--- src/rtl/zx8x_sync_gen.sv ---
// zx8x_sync_gen: ZX80/ZX81 sync and NMI generator.
// Owns the T-state line counter, HSYNC window, ZX81 NMI latch with NMI/WAIT
// generation, IN/OUT-driven VSYNC flop, optional ZX80 M1-derived csync chain,
// character row counter and back-porch blanking.
module zx8x_sync_gen #(
    parameter int unsigned LINE_LEN = 207,
    parameter int unsigned HS_START = 16,
    parameter int unsigned HS_END   = 31,
    parameter int unsigned ROW_BITS = 3,
    parameter int unsigned BP_BITS  = 5,
    parameter bit          M1_SYNC  = 1'b0
) (
    input  logic                clk_sys,
    input  logic                reset,
    input  logic                ce_cpu_n,
    input  logic                ce_pix,
    input  logic                zx81,
    input  logic                nM1,
    input  logic                nIORQ,
    input  logic                nRD,
    input  logic                nWR,
    input  logic                nHALT,
    input  logic [1:0]          addr_lo,
    input  logic                kbd_n,
    output logic                hsync,
    output logic                vsync,
    output logic                csync,
    output logic                nNMI,
    output logic                nWAIT,
    output logic                nmi_on,
    output logic [ROW_BITS-1:0] row,
    output logic                blank
);

    localparam int unsigned CNT_BITS = $clog2(LINE_LEN);
    localparam logic [CNT_BITS-1:0] CNT_LAST     = CNT_BITS'(LINE_LEN - 1);
    localparam logic [CNT_BITS-1:0] CNT_HS_START = CNT_BITS'(HS_START);
    localparam logic [CNT_BITS-1:0] CNT_HS_END   = CNT_BITS'(HS_END);

    logic [CNT_BITS-1:0] cnt;
    logic [BP_BITS-1:0]  bp;
    logic                ce_cpu_n_d;
    logic                nM1_d;
    logic                csync_d;
    logic                ic18;
    logic                ic19_1;
    logic                ic19_2;
    logic                tick;
    logic                m1_fall;
    logic                csync_fall;
    logic                csync_rise;
    logic                resync;
    logic                out_wr;
    logic                gate;
    logic                unused_nrd;

    // Read strobe is part of the bus bundle but no sync function depends on it
    assign unused_nrd = nRD;

    // Registered copies of the strobes whose edges drive the state below
    always_ff @(posedge clk_sys) begin
        if (reset) begin
            ce_cpu_n_d <= 1'b0;
            nM1_d      <= 1'b1;
            csync_d    <= 1'b1;
        end else begin
            ce_cpu_n_d <= ce_cpu_n;
            nM1_d      <= nM1;
            csync_d    <= csync;
        end
    end

    // Edge detects and decoded bus cycles
    always_comb begin
        tick       = ce_cpu_n_d & ~ce_cpu_n;
        m1_fall    = nM1_d & ~nM1;
        csync_fall = csync_d & ~csync;
        csync_rise = ~csync_d & csync;
        resync     = ~nM1 & ~nIORQ;
        out_wr     = ~nIORQ & ~nWR;
        gate       = ~(zx81 & nmi_on);
    end

    // T-state line counter; an interrupt acknowledge restarts the line
    always_ff @(posedge clk_sys) begin
        if (reset) begin
            cnt <= '0;
        end else if (tick) begin
            if ((cnt == CNT_LAST) || resync) begin
                cnt <= '0;
            end else begin
                cnt <= cnt + CNT_BITS'(1);
            end
        end
    end

    // ZX81 NMI latch: OUT FEh enables, OUT FDh disables
    always_ff @(posedge clk_sys) begin
        if (reset || !zx81) begin
            nmi_on <= 1'b0;
        end else if (out_wr && (addr_lo[0] ^ addr_lo[1])) begin
            nmi_on <= addr_lo[1];
        end
    end

    // VSYNC flop: keyboard read starts vertical sync, any OUT ends it
    always_ff @(posedge clk_sys) begin
        if (reset) begin
            vsync <= 1'b1;
        end else if (gate && !kbd_n) begin
            vsync <= 1'b0;
        end else if (gate && out_wr) begin
            vsync <= 1'b1;
        end
    end

    // ZX80 IORQ/M1 flop chain; the vsync clear is applied last so it overrides the shift
    always_ff @(posedge clk_sys) begin
        if (reset) begin
            ic18   <= 1'b0;
            ic19_1 <= 1'b1;
            ic19_2 <= 1'b1;
        end else begin
            if (!ic19_2) begin
                ic18 <= 1'b0;
            end else if (!nIORQ) begin
                ic18 <= 1'b1;
            end
            if (m1_fall) begin
                ic19_1 <= ~ic18;
                ic19_2 <= ic19_1;
            end
            if (!vsync) begin
                ic19_2 <= 1'b0;
            end
        end
    end

    // Character row counter, advanced on each csync fall and held at 0 in vsync
    always_ff @(posedge clk_sys) begin
        if (reset || !vsync) begin
            row <= '0;
        end else if (csync_fall) begin
            row <= row + ROW_BITS'(1);
        end
    end

    // Back-porch counter: started by csync rise, runs on pixel enables until it wraps
    always_ff @(posedge clk_sys) begin
        if (reset) begin
            bp <= '0;
        end else if (csync_rise) begin
            bp <= BP_BITS'(1);
        end else if (ce_pix && (bp != '0)) begin
            bp <= bp + BP_BITS'(1);
        end
    end

    // Combinational sync, NMI/WAIT and blanking outputs
    always_comb begin
        hsync = (cnt >= CNT_HS_START) && (cnt <= CNT_HS_END);
        nNMI  = 1'b1;
        nWAIT = 1'b1;
        if (zx81) begin
            nNMI  = ~(nmi_on & hsync);
            nWAIT = ~(nHALT & ~nNMI);
        end
        csync = (M1_SYNC && !zx81) ? ic19_2 : (vsync & ~hsync);
        blank = (bp != '0);
    end

endmodule

--- config.mk ---
export PLATFORM = sky130hd
export DESIGN_NAME = zx8x_sync_gen
export DESIGN_NICKNAME = d
export VERILOG_FILES = /design/src/rtl/zx8x_sync_gen.sv
export SDC_FILE = /design/constraint.sdc
export NUM_CORES = 1
export LEC_CHECK = 0
export BUFFER_PORTS_ARGS = -buffer_cell sky130_fd_sc_hd__buf_2
export CORE_AREA = 2 2 52 50
export CTS_CLUSTER_SIZE = 12
export DETAILED_ROUTE_END_ITERATION = 10
export DIE_AREA = 0 0 54 52
export GPL_ROUTABILITY_DRIVEN = 1
export PLACE_DENSITY = 0.81
export SLEW_MARGIN = 40
export SYNTH_ARGS = -nofsm -noshare
export SYNTH_HDL_FRONTEND = slang
export SYNTH_SLANG_ARGS = --single-unit
--- constraint.sdc ---
create_clock -name clk_sys -period 1.7 [get_ports clk_sys]
set_input_delay 0.51 -clock clk_sys [delete_from_list [all_inputs] [get_ports clk_sys]]
set_output_delay 0.51 -clock clk_sys [all_outputs]
set_load 0.005 [all_outputs]
# Yosys cells after proc, flatten, opt, wreduce, memory -nomap -nowiden
# Index checks and enable logic that the tools add are counted.
[op_classes]
bitwise = 20
muxes = 7
eq_ne = 1
reduce_logical = 15
n_addsub = 3
order_cmp = 2
[op_table]
columns = ["cell", "count"]
rows = [
  ["1-bit inverter", 10],
  ["1-bit bitwise AND", 9],
  ["8-bit by 1-bit adder with 8-bit output, second input constant", 1],
  ["8-bit == test, second input constant", 1],
  ["8-bit by 5-bit greater-or-equal comparator with 1-bit output, second input constant", 1],
  ["8-bit by 5-bit less-or-equal comparator with 1-bit output, second input constant", 1],
  ["8-bit two-way mux", 1],
  ["1-bit two-way mux", 6],
  ["5-bit by 1-bit adder with 5-bit output, second input constant", 1],
  ["1-bit logical AND", 5],
  ["5-bit nonzero test", 1],
  ["2-bit nonzero test", 2],
  ["3-bit by 1-bit adder with 3-bit output, second input constant", 1],
  ["1-bit logical NOT", 3],
  ["1-bit logical OR", 3],
  ["2-bit OR reduction", 1],
  ["1-bit bitwise XOR", 1],
]
[totals]
input_bits = 13
ff_bits = 20
word_cells = 56

# Logic depth before layout (Yosys ltp)
# Gate-level depths: netlist of run 1.
[depth]
word_depth = 6
depth_mapped = 6

# Worst setup path before layout of run 1
# No wires, ideal clock.
[synth_path]
path_type = "reg-to-output"
from = "register cnt[5]"
to = "output nWAIT"
path_stages_with_launch = 5
path_buffers = 1
required_ns = 1.190
setup_slack_ns = -0.009
arrival_ns = 1.199
cell_sequence = "dfxtp_1 -> or4b_1 -> buf_2 -> inv_1 -> nand4_1"
[synth_via]
elab_chain_cells = 6
elab_cells_between_ends = 7
[synth_lines]
columns = ["element", "line", "source"]
rows = [
  ["from (decl)", "40", "logic [CNT_BITS-1:0] cnt;"],
  ["from (signal assigned)", "92", "cnt <= cnt + CNT_BITS'(1);"],
  ["8-bit by 5-bit greater-or-equal comparator with 1-bit output or 8-bit by 5-bit less-or-equal comparator with 1-bit output (tied branches)", "161", "hsync = (cnt >= CNT_HS_START) && (cnt <= CNT_HS_END);"],
  ["1-bit logical AND (*)", "161", ""],
  ["net hsync", "25", "output logic hsync,"],
  ["1-bit bitwise AND (*)", "165", "nNMI = ~(nmi_on & hsync);"],
  ["1-bit bitwise AND (*)", "166", "nWAIT = ~(nHALT & ~nNMI);"],
  ["1-bit inverter (*)", "166", ""],
  ["1-bit two-way mux (*)", "164", "if (zx81) begin"],
  ["to (decl)", "29", "output logic nWAIT,"],
]
# Mark *: on every way through the listed nets, which the timed path passes. The rest lies on a longest branch.

# Worst setup path after layout of run 1
[layout_path]
from = "register cnt[6]"
to = "output nWAIT"
[layout_via]
elab_chain_cells = 6
elab_cells_between_ends = 7
[layout_lines]
columns = ["element", "line"]
rows = [
  ["8-bit by 5-bit greater-or-equal comparator with 1-bit output or 8-bit by 5-bit less-or-equal comparator with 1-bit output (tied branches)", "161"],
  ["1-bit logical AND (*)", "161"],
  ["1-bit bitwise AND (*)", "165"],
  ["1-bit bitwise AND (*)", "166"],
  ["1-bit inverter (*)", "166"],
  ["1-bit two-way mux (*)", "164"],
]
# Every way passes the cells marked *; elsewhere a longest branch is shown, timed or not.

==> run_results.csv, run 1 <==
group,metric,value,unit
final_layout,nets,175,
detailed_routing,routed.top_layer,"met4",
final_layout,final_area,0.00135,mm2
detailed_routing,drt_iter0_drc,30,
floorplanning,start_util,44.1,%
sta,maxSlewViolCount,0,
cts,clkSinkCount,20,
detailed_routing,viasPerCell,5.77,
power,leakage,0.551,nW
sta,fin_ws,-323,ps
final_layout,regArea,404,um2
detailed_routing,vias,1056,
synthesis,synth_top_family_by_area,"simple AND/OR/NAND/NOR gates",
final_layout,n_antenna_cell,0,
synthesis,syn-num-nets,136,
synthesis,yosys.area_share.simple,23.6,%
floorplanning,die-area,0.00281,mm2
cts,cts-htree-levels,1,
detailed_routing,drc,0,
place,dp_hpwl,1750,um
floorplanning,die_x,54,um
sta,rsz0062_at_grt,"true",
final_layout,final_common_cell,"buf_2",
status,status,"finished with violations",
detailed_routing,wl_met1,1060,um
cts,clock_path_buffers,2,
synthesis,syn_inst,117,
detailed_routing,dr_wl_met2,1230,um
detailed_routing,routed_wl,2510,um
final_layout,fill_cells,184,
critical_path,cp-end-kind,"primary output",
synthesis,syn_area,0.00101,mm2
grt,grt_pass1_wl,3950,um
synthesis,syn_avg_cell_area,8.65,um2
place,gp_congestion,0.797,
synthesis,synth_compound_area_share,21.5,%
synthesis,ys_warn_count,0,
sta,finalSetupViolations,6,
critical_path,cp.required,1190,ps
status,violations,"negative setup slack",
final_layout,final_util,58.8,%
sta,setup-tns-final,-1360,ps
cts,ctsHoldBuffers,0,
sta,max_freq,0.494,GHz
critical_path,crit_type,"register to primary output",
synthesis,synthXorXnorAreaFrac,2.60,%
grt,grt_pass1_vias,952,
floorplanning,io_pins,23,
floorplanning,die_y,52,um
critical_path,start_kind,"register",
cts,clk_pin_slew_worst_paths,110,ps
detailed_routing,wl_met3,162,um
grt,grt_max_degree,16,
grt,antenna_found_initial,0,
place,dpl_cell_area,0.00124,mm2
critical_path,crit_arrival,1510,ps
sta,finalHoldViolCount,0,
final_layout,multi_input_area,594,um2
cts,tritoncts,"done",
sta,hold_ws,447,ps
detailed_routing,routedWlPerCell,13.7,um
final_layout,drive_above_1_share,34.2,%
floorplanning,rows,17,
place,pre_cts_slack,-57.4,ps
final_layout,area_growth,33.5,%
run,maxCapViolCount,0,
grt,grt_usage,19.4,%
detailed_routing,antenna_left,0,
synthesis,synth_fa_ha_area_share,7.42,%
sta,fin_worst_skew,2.04,ps
synthesis,ys_seq_area_share,39.6,%
synthesis,ys_seq_elements,20,
cts,cts_buffers,3,
sta,min_period_over_period,119,%
min_path,hold_path_class,"input port to register",
cts,clkLatencyLatePin,300,ps
sta,worstMarginPinSlew,320,ps
grt,grt_overflow,0,
final_layout,final_cell_mix,"19 x buf_2, 17 x dfxtp_1, 16 x buf_4",
sta,period_minus_slack,2020,ps
power,powerDensity,650,mW/mm2
synthesis,ys_types,30,
power,peakVddDrop,321,uV
synthesis,synthMuxAreaShare,0,%
critical_path,worstPathMaxFanout,4,
sta,slew_headroom,78.7,%
floorplanning,fp.coreArea,0.00230,mm2
place,portBuffers,21,
detailed_routing,drt_first_pass_iters,4,
cts,cts-root-buf,"clkbuf_4",
what timing repair did:
item | CTS | global route
resized for setup | 9 | 6
setup buffers | 0 | 2
gates cloned | 0 | 0
setup endpoints to repair | 6 | 6
pin swaps | 3 | 1
sequential cells by signal (all words and copies together) (netlist names):
signal and count:
ce_cpu_n_d 1, vsync 1, nmi_on 1, csync_d 1, row 3, cnt 8
bp 5
cell type report:
class / count / share of cell area [%]
flip-flops and latches: 20 / 29.9
repair buffers: 37 / 17.6
clock buffers: 4 / 2.69
inverters: 11 / 3.24
multi-input cells: 83 / 44.0
well taps: 28 / 2.59
per-layer routing:
layer | track usage, % | up-vias
li1 | - | 514
met1 | 20.9 | 491
met2 | 32.7 | 43
met3 | 3.74 | 8
met4 | 14.6 | 0
met5 | 0 | -
synth_stat cells (all sizes together):
| cell | instances | area, um2 |
|---|---|---|
| clkbuf | 2 | 7.51 |
| o31ai | 4 | 30.0 |
| and2 | 1 | 7.51 |
| or4 | 4 | 30.0 |
| or4b | 1 | 10.0 |
| or2 | 1 | 6.26 |
| a21oi | 7 | 35.0 |
| nand3b | 1 | 7.51 |
| inv | 11 | 41.3 |
| a221oi | 7 | 61.3 |
| nor3 | 1 | 5.00 |
| dfxtp | 20 | 400 |
| nand2 | 7 | 26.3 |
| o32ai | 1 | 8.76 |
| o21bai | 1 | 7.51 |
| nor2b | 2 | 12.5 |
| nand2b | 3 | 18.8 |
| o21ai | 9 | 45.0 |
| nand4 | 5 | 31.3 |
| xor2 | 3 | 26.3 |
| buf | 1 | 5.00 |
| ha | 6 | 75.1 |
| a31oi | 1 | 6.26 |
| nor4b | 1 | 8.76 |
| a31o | 1 | 8.76 |
| nor2 | 3 | 11.3 |
| nand4b | 1 | 8.76 |
| nand3 | 6 | 30.0 |
| or3 | 4 | 25.0 |
| a211oi | 2 | 15.0 |
worst max-delay path: stages (launching register included):
cell and delay [ps]:
dfxtp_2 340, or4b_4 570, inv_4 90, nand4_1 80, buf_2 140
cells by family (layout without fill, tap and decap cells):
group / after synthesis / in the layout
AOI/OAI and AO/OA: 33 / 33
DFF: 20 / 20
and+or+nand+nor: 41 / 41
buffers and inverters: 14 / 52
adders and majority gates: 6 / 6
xor gates and xnor gates: 3 / 3
report_power, final:
part / switching (mW) / internal [mW] / total, mW
Combinational: 0.0564 / 0.0567 / 0.113
Sequential: 0.00906 / 0.478 / 0.487
Clock: 0.148 / 0.131 / 0.278
Total: 0.213 / 0.666 / 0.879
path summary, 6_finish.rpt:
kind,from,end,slack (ps),cells after the start
worst max-delay path,cnt[6],nWAIT,-320,4
worst max register to register,cnt[6],row[2],-10,4
worst min-delay path,kbd_n,vsync,450,3
worst min register to register,csync_d,row[1],490,2
metrics by stage:
stage,cells,power [mW]
finish,183,0.879
global route,183,0.916
CTS,181,0.874
detailed placement,177,0.591
global placement,177,0.585
floorplan,117,0.540
No activity file was read; power rests on OpenSTA's default activity.
==> run 2: changes to the inputs <==
- ABC_AREA: not set -> 1
- CORE_AREA: 2 2 52 50 -> 4 4 56 53
- DIE_AREA: 0 0 54 52 -> 0 0 60 57
- PLACE_DENSITY: 0.81 -> 0.8
==> run 2 against run 1 <==
The flow now finishes without violations. Final area is 1.2% lower. Sequential share of layout area is 0.65 points higher. Hold slack worse by 36 ps. First-iteration DRC count is 140% higher. Cell count is 16% higher. Critical path type unchanged. Critical endpoint unchanged.
==> run_results.csv, run 2 <==
group,metric,value,unit
cts,clkLatencyLatePin,290,ps
critical_path,crit_arrival,1160,ps
synthesis,syn-num-nets,173,
synthesis,yosys.area_share.simple,35.3,%
final_layout,final_cell_mix,"35 x nand2_1, 20 x nor2_1, 20 x buf_2",
synthesis,synth_compound_area_share,6.08,%
sta,period_minus_slack,1670,ps
grt,use_met1,19.1,%
synthesis,ys_seq_elements,20,
synthesis,synth_edf_count,0,
grt,use_met3,2.94,%
place,gp_congestion,0.886,
critical_path,rr_startpoint,"cnt[0]",
detailed_routing,drc,0,
floorplanning,start_util,44.9,%
synthesis,synth_fa_ha_area_share,7.02,%
sta,finalHoldViolCount,0,
final_layout,fill_cells,237,
sta,worstMarginPinSlew,279,ps
synthesis,ys_types,17,
grt,grt_use_met2,21.1,%
synthesis,synthMuxAreaShare,0,%
power,leakage,0.632,nW
final_layout,nets,205,
detailed_routing,antenna_left,0,
critical_path,regToRegSetupSlack,440,ps
grt,grt_overflow,0,
critical_path,setup.worst_path.start,"cnt[4]",
place,portBuffers,21,
critical_path,reg2reg_depth,9,
power,peakVddDrop,493,uV
critical_path,cp-end-kind,"primary output",
cts,cts-htree-levels,1,
detailed_routing,drt_first_pass_iters,4,
grt,grt_max_degree,12,
sta,finalSetupViolations,0,
cts,clock_path_buffers,2,
sta,rsz0062_at_grt,"true",
synthesis,ys_async_sr_fraction,0,%
floorplanning,die-area,0.00342,mm2
floorplanning,rows,17,
cts,clkSinkCount,20,
detailed_routing,drt_iter0_drc,73,
sta,min_period_over_period,98.3,%
final_layout,drive_above_1_share,30.8,%
critical_path,worstPathMaxFanout,4,
cts,cts_buffers,3,
synthesis,synth_area_leader_cell,"dfxtp_1",
status,status,"completed",
cts,tritoncts,"done",
synthesis,synthXorXnorAreaFrac,5.73,%
critical_path,slowest_stage,"dfxtp_4",
synthesis,syn_inst,154,
cts,ctsHoldBuffers,0,
critical_path,crit_type,"register to primary output",
floorplanning,io_pins,23,
floorplanning,fp.coreArea,0.00238,mm2
synthesis,yosys-top-cells-area,"dfxtp_1 37%, nand2_1 13%, inv_1 7.7%, nor2_1 7.7%, ha_1 7.0%",
synthesis,post-synth-top-count-cell,"nand2_1",
final_layout,top_regs,"cnt x8, bp x5, row x3",
place,pre_cts_slack,232,ps
critical_path,path_cells,"inv_4, nor2_4, nand2_4, inv_4, nand3_2, buf_2",
grt,grt_pass1_wl,3800,um
sta,setup-tns-final,0,ps
detailed_routing,routed_wl,2220,um
critical_path,cpMostUsedCell,"inv_4",
synthesis,syn_area,0.00107,mm2
power,powerDensity,654,mW/mm2
final_layout,regMostFlops,"cnt",
synthesis,yosys-top-cells-count,"36 x nand2_1, 22 x inv_1, 22 x nor2_1, 20 x dfxtp_1, 10 x nand3_1",
detailed_routing,routedWlPerCell,10.4,um
sta,slew_headroom,81.3,%
place,dp_hpwl,1580,um
cts,clk_pin_slew_worst_paths,110,ps
cts,cts-root-buf,"clkbuf_4",
floorplanning,die_y,57,um
synthesis,syn_avg_cell_area,6.95,um2
synthesis,synth_top_area_share,37.4,%
min_path,hold_path_class,"input port to register",
grt,grt_pass1_vias,969,
sta,fin_ws,28.9,ps
synthesis,ys_seq_area_share,37.4,%
critical_path,cp-endpoint,"nWAIT",
critical_path,start_kind,"register",
sta,hold_ws,411,ps
run,maxCapViolCount,0,
sta,max_freq,0.598,GHz
final_layout,n_antenna_cell,0,
sta,maxSlewViolCount,0,
grt,antenna_found_initial,0,
sta,fin_worst_skew,5.83,ps
critical_path,cp.required,1190,ps
synthesis,synth_top_family_by_area,"simple AND/OR/NAND/NOR gates",
final_layout,largest_reg_flops,8,
critical_path,max_stage_delay,390,ps
final_layout,final_common_cell,"nand2_1",
critical_path,r2r_end,"cnt[0]",
synthesis,ys.flop_type,"dfxtp_1",
floorplanning,die_x,60,um
synthesis,ys_warn_count,0,
detailed_routing,vias,1044,
grt,busiest_layer,"met2",
detailed_routing,viasPerCell,4.90,
grt,grt_usage,14.0,%
final_layout,area_growth,24.8,%
## run 2: changes by cell type in the layout (fill, tap and decap cells not counted), sizes merged, moves of 3 or more
cell / before / now
nand2b: 3 / 0
o21ai: 9 / 4
xor2: 3 / 6
nor2: 3 / 25
or4: 4 / 0
nand2: 7 / 42
nand3: 6 / 10
inv: 11 / 24
buf: 37 / 27
or3: 4 / 0
a221oi: 7 / 0
o31ai: 4 / 0
## run 2: repair_timing
item | CTS | global route
setup buffers | 3 | 3
pin swaps | 1 | 2
endpoints found under the setup margin | 5 | 5
gates resized for setup | 6 | 13
## run 2: how the worst min path moves through the flow
stage	startpoint	end	slack [ps]	cells past startpoint
finish	reset	bp[0]	410	2
global route	reset	bp[0]	400	2
CTS	reset	bp[0]	410	2
detailed placement	row[1]	row[1]	480	2
global placement	row[2]	row[2]	470	2
floorplan	row[1]	row[1]	470	2
## run 2: kinds of logic after synthesis
kind of cell	after synthesis
flip-flops	20
XOR/XNOR	7
AND/OR/NAND/NOR	84
adder cells (fa/ha/maj)	6
buffers and inverters	24
AO/OA/AOI/OAI	13
## run 2: area by class of cell
type | count | area (um2) | area share, %
sequential | 20 | 408 | 30.6
tap | 28 | 35.0 | 2.62
multi-input combinational | 110 | 604 | 45.3
clock buffer | 4 | 36.3 | 2.72
timing repair buffer | 27 | 156 | 11.7
inverter | 24 | 95.1 | 7.12
## run 2: routing by layer
layer	routed length [um]	part of all wire (%)
met4	13	0.59
met5	0	0
met3	121	5.5
met2	1060	48
met1	1020	46
## run 2: critical path: cells and delay by family, from the launching register on
| kind | cells | cell delay [ps] |
|---|---|---|
| and+or+nand+nor | 3 | 240 |
| buffers and inverters | 3 | 240 |
| DFF | 1 | 390 |
## run 2: per-stage QoR
stage / std cells / total power, mW / util, % / area (um2)
floorplan: 154 / 0.559 / - / 1070
global placement: 203 / 0.594 / 50.8 / 1210
detailed placement: 203 / 0.597 / 50.8 / 1210
CTS: 210 / 0.874 / 53.6 / 1280
global route: 213 / 0.918 / 56.0 / 1340
finish: 213 / 0.873 / 56.0 / 1340
## run 2: where the power goes
part	leakage (nW)	total, mW	internal [mW]	switching, mW
sequential	0.165	0.493	0.479	0.0136
clock	0.0210	0.269	0.130	0.138
combinational	0.447	0.112	0.0520	0.0598
